File: src/rtl/byte_demux2.sv
// byte_demux2: steers each accepted input byte into one of two independent 2-deep FIFO channels.
// Optional per-channel delivery counters (cnt0/cnt1) are built only when macro DEMUX_CNT_EN is defined.
module byte_demux2 #(
    parameter int WIDTH = 8
) (
    input  logic             clk,
    input  logic             rst,
    input  logic             in_valid,
    output logic             in_ready,
    input  logic             in_sel,
    input  logic [WIDTH-1:0] in_data,
    output logic             out0_valid,
    input  logic             out0_ready,
    output logic [WIDTH-1:0] out0_data,
    output logic             out1_valid,
    input  logic             out1_ready,
    output logic [WIDTH-1:0] out1_data
`ifdef DEMUX_CNT_EN
    ,
    output logic [7:0]       cnt0,
    output logic [7:0]       cnt1
`endif
);

    logic [WIDTH-1:0] r_mem0 [0:1];
    logic [WIDTH-1:0] r_mem1 [0:1];
    logic             r_rptr0, r_wptr0, r_rptr1, r_wptr1;
    logic [1:0]       r_cnt0, r_cnt1;

    logic w_full0, w_full1;
    logic w_push0, w_push1;
    logic w_pop0, w_pop1;

    assign w_full0 = (r_cnt0 == 2'd2);
    assign w_full1 = (r_cnt1 == 2'd2);

    // Readiness looks only at the addressed channel, never at valid or downstream ready.
    assign in_ready = in_sel ? ~w_full1 : ~w_full0;

    assign w_push0 = in_valid & in_ready & ~in_sel & ~rst;
    assign w_push1 = in_valid & in_ready &  in_sel & ~rst;

    assign out0_valid = (r_cnt0 != 2'd0);
    assign out1_valid = (r_cnt1 != 2'd0);
    assign out0_data  = r_mem0[r_rptr0];
    assign out1_data  = r_mem1[r_rptr1];

    assign w_pop0 = out0_valid & out0_ready;
    assign w_pop1 = out1_valid & out1_ready;

    // Storage is deliberately left out of reset; valid masks stale entries.
    always_ff @(posedge clk) begin
        if (w_push0) begin
            r_mem0[r_wptr0] <= in_data;
        end
        if (w_push1) begin
            r_mem1[r_wptr1] <= in_data;
        end
    end

    always_ff @(posedge clk) begin
        if (rst) begin
            r_rptr0 <= 1'b0;
            r_wptr0 <= 1'b0;
            r_cnt0  <= 2'd0;
        end else begin
            if (w_push0) begin
                r_wptr0 <= r_wptr0 + 1'b1;
            end
            if (w_pop0) begin
                r_rptr0 <= r_rptr0 + 1'b1;
            end
            case ({w_push0, w_pop0})
                2'b10:   r_cnt0 <= r_cnt0 + 2'd1;
                2'b01:   r_cnt0 <= r_cnt0 - 2'd1;
                default: r_cnt0 <= r_cnt0;
            endcase
        end
    end

    always_ff @(posedge clk) begin
        if (rst) begin
            r_rptr1 <= 1'b0;
            r_wptr1 <= 1'b0;
            r_cnt1  <= 2'd0;
        end else begin
            if (w_push1) begin
                r_wptr1 <= r_wptr1 + 1'b1;
            end
            if (w_pop1) begin
                r_rptr1 <= r_rptr1 + 1'b1;
            end
            case ({w_push1, w_pop1})
                2'b10:   r_cnt1 <= r_cnt1 + 2'd1;
                2'b01:   r_cnt1 <= r_cnt1 - 2'd1;
                default: r_cnt1 <= r_cnt1;
            endcase
        end
    end

`ifdef DEMUX_CNT_EN
    logic [7:0] r_del0, r_del1;

    // Delivery counters wrap naturally at 8 bits.
    always_ff @(posedge clk) begin
        if (rst) begin
            r_del0 <= 8'd0;
            r_del1 <= 8'd0;
        end else begin
            if (w_pop0) begin
                r_del0 <= r_del0 + 8'd1;
            end
            if (w_pop1) begin
                r_del1 <= r_del1 + 8'd1;
            end
        end
    end

    assign cnt0 = r_del0;
    assign cnt1 = r_del1;
`endif

endmodule

File: config.mk
export PLATFORM = sky130hd
export DESIGN_NAME = byte_demux2
export DESIGN_NICKNAME = d
export VERILOG_FILES = /design/src/rtl/byte_demux2.sv
export SDC_FILE = /design/constraint.sdc
export NUM_CORES = 1
export LEC_CHECK = 0
export CAP_MARGIN = 20
export CORE_ASPECT_RATIO = 1.2
export CORE_MARGIN = 1.5
export CORE_UTILIZATION = 48
export DETAILED_ROUTE_END_ITERATION = 6
export PLACE_DENSITY_LB_ADDON = 0.12
export SLEW_MARGIN = 40
export SYNTH_ARGS = -nofsm -noshare
export SYNTH_HDL_FRONTEND = slang
export SYNTH_SLANG_ARGS = --single-unit
File: constraint.sdc
create_clock -name clk -period 2 [get_ports clk]
set_clock_uncertainty 0.05 [all_clocks]
set_input_delay 0.4 -clock clk [delete_from_list [all_inputs] [get_ports clk]]
set_output_delay 0.4 -clock clk [all_outputs]
set_load 0.1 [all_outputs]
==> flow_metrics.tcl <==
set metrics [dict create \
    startpoint_type "primary input" \
    antenna_found_initial 0 \
    slew_violations 0 \
    synth-seq-area-share_pct 71.6 \
    cts_max_level 2 \
    start_util_pct 51.7 \
    die-height_um 66.7 \
    drt_pass1_iterations 3 \
    rows 22 \
    via_per_inst 5.17 \
    crit_fanout 4 \
    synth_cells 103 \
    finalHoldViolCount 0 \
    synth_area_leader_cell "edfxtp_1" \
    slew_headroom_pct 80.2 \
    synth_flop_cell "edfxtp_1" \
    via_count 987 \
    route.detailed.drc 0 \
    drtIter0Drc 12 \
    period_needed_ps 1950 \
    clock.fmax_ghz 0.512 \
    cp_slowest_cell "clkdlybuf4s50_1" \
    design_area_um2 2350 \
    power.density_nw_per_um2 1010 \
    clkTransAtPathRegs_ps 100 \
    io_buffers 32 \
    ys_types 24 \
    synth_seq_cells 42 \
    rsz0062_at_grt "no" \
    final_common_cell "edfxtp_1" \
    cts_setup_buffers 0 \
    core_area_um2 3140 \
    grt_usage_pct 17.9 \
    yosys_warnings 0 \
    fin_crit_sh_pct 97.6 \
    place_area_um2 2280 \
    wire_per_inst_um 15.0 \
    p_comb_share_pct 40.2 \
    synthTopCellsByArea "edfxtp_1 (59%), dfxtp_1 (12%), mux2_2 (11%)" \
    vdd_ir_drop_max_v 0.000925 \
    nets 170 \
    status "finished clean" \
    finalNonFillerCells 191 \
    grt_pass1_vias 1025 \
    power_switching_uw 859 \
    internal_power_uw 1510 \
    switching_share_pct 36.3 \
    avgSynthCellArea_um2 15.7 \
    p_leak_uw 0.000871 \
    hp-class "reg -> reg" \
    yosysTopAreaCellShare_pct 59.3 \
    dp.cells 183 \
    async_reset_ff_share_pct 0 \
    numCtsBuffers 5 \
    clock_latency_ps 320 \
    cp.arrival_ps 1500 \
    worstMarginPinSlew_ps 292 \
    clock_sinks 42 \
    grt_overflow 0 \
    ant_nets 0 \
    path_cells "clkdlybuf4s50_1, buf_4, mux2i_2, buf_12" \
    grt_first_pass_wirelength_um 4850 \
    tritoncts "done" \
    final_util_pct 74.8 \
    cap_violations 0 \
    grt_max_degree 13 \
    critPathKind "in -> out" \
    cpPeakStageDelay_ps 480 \
    n_antenna_cell 0 \
    synthesis.area_um2 1620 \
    synth-edff-count 32 \
    pin_count 33 \
    layout-drive-gt1-share_pct 41.3 \
    drt_wl_total_um 2860 \
    die_x_um 56.1 \
    cts_buffer_depth 2 \
    dp_hpwl_um 2150 \
    syn_to_final_growth_pct 44.8 \
    gp_congestion 0.662 \
    seq_power_share_pct 44.4 \
    end_kind "primary output" \
    required_ps 1550 \
    dieArea_um2 3740 \
    final_cell_mix "edfxtp_1 (32), buf_12 (19), mux2_2 (16)" \
    clockRootBuffer "clkbuf_4" \
    synth_fp_nets 119 \
    setup_violations 0 \
    p_clk_share_pct 15.4 \
]
-- power groups by stage --
| stage | clock (uW) | combinational [uW] | sequential, uW |
|---|---|---|---|
| 3_3_place_gp | 0 | 935 | 1060 |
| 6_report | 365 | 953 | 1050 |
| 2_1_floorplan | 0 | 619 | 1040 |
| 3_5_place_dp | 0 | 951 | 1070 |
| 5_1_grt | 413 | 986 | 1060 |
| 4_1_cts | 385 | 953 | 1050 |
-- cell type report --
type / count / area, um^2
clock buffers: 8 / 48.8
well taps: 36 / 45.0
multi-input cells: 54 / 450
fillers: 207 / 790
flip-flops and latches: 42 / 1160
repair buffers: 47 / 626
inverters: 4 / 15.0
-- sequential cells by signal, indices dropped and copies added (netlist names), named ones only --
name / cells
r_mem0: 16
r_mem1: 16
r_cnt1: 2
r_rptr1: 1
r_cnt0: 2
r_wptr1: 1
r_rptr0: 1
r_wptr0: 1
-- synthesized netlist by cell type, types with 2 or more instances --
master and number:
o21ai_0 2, inv_1 3, nor2b_1 2, clkbuf_1 3
xor2_1 2, nor2_1 10, edfxtp_1 32, mux2_2 16
ha_1 2, dfxtp_1 10, or2_2 2, o21a_1 2
or3_1 2, xnor2_1 4, a21oi_1 2
-- final timing paths --
path / start / to / slack [ps] / cells past startpoint
setup / recovery: in_sel / in_ready / 50 / 4
hold / removal: r_wptr1$_SDFFE_PP0N_ / r_wptr1$_SDFFE_PP0N_ / 410 / 1
setup reg to reg: r_cnt0[0]$_SDFFE_PP0P_ / r_cnt0[1]$_SDFFE_PP0P_ / 160 / 6
hold reg to reg: r_wptr1$_SDFFE_PP0N_ / r_wptr1$_SDFFE_PP0N_ / 410 / 1
-- critical path: cells and delay by family --
kind	cells	cell delay [ps]
multiplexers	1	260
buffers and inverters	3	830
-- metrics by stage --
stage          hold slack [ps]  power (uW)  TNS [ps]  worst slack [ps]
4_1_cts                    417        2390         0              5.41
3_5_place_dp               399        2020     -4870              -351
6_report                   413        2370         0              48.5
3_3_place_gp               396        2000     -4070              -311
5_1_grt                    440        2460         0              6.33
2_1_floorplan              387        1650         0              63.5
-- kinds of logic after synthesis --
kind of cell | share of synthesized area, %
mux | 11.7
buf+inv | 1.62
flops | 71.6
xor+xnor | 3.24
fa+ha+maj | 1.54
compound gates | 4.17
simple gates | 6.10
-- layer usage --
layer	up-vias	track usage, %	wire [um]
met2	25	33.4	1590
met3	4	4.85	125
met1	478	18.2	1090
met4	0	8.93	53
met5	-	0	0
li1	480	-	-
-- what timing repair did --
| item | in CTS | in global routing |
|---|---|---|
| hold endpoints to repair | 0 | 0 |
| pin swaps | 0 | 1 |
| hold buffers | 0 | 0 |
| gates resized for setup | 1 | 3 |
| setup endpoints to repair | 8 | 9 |
(Power assumes the default switching activity.)
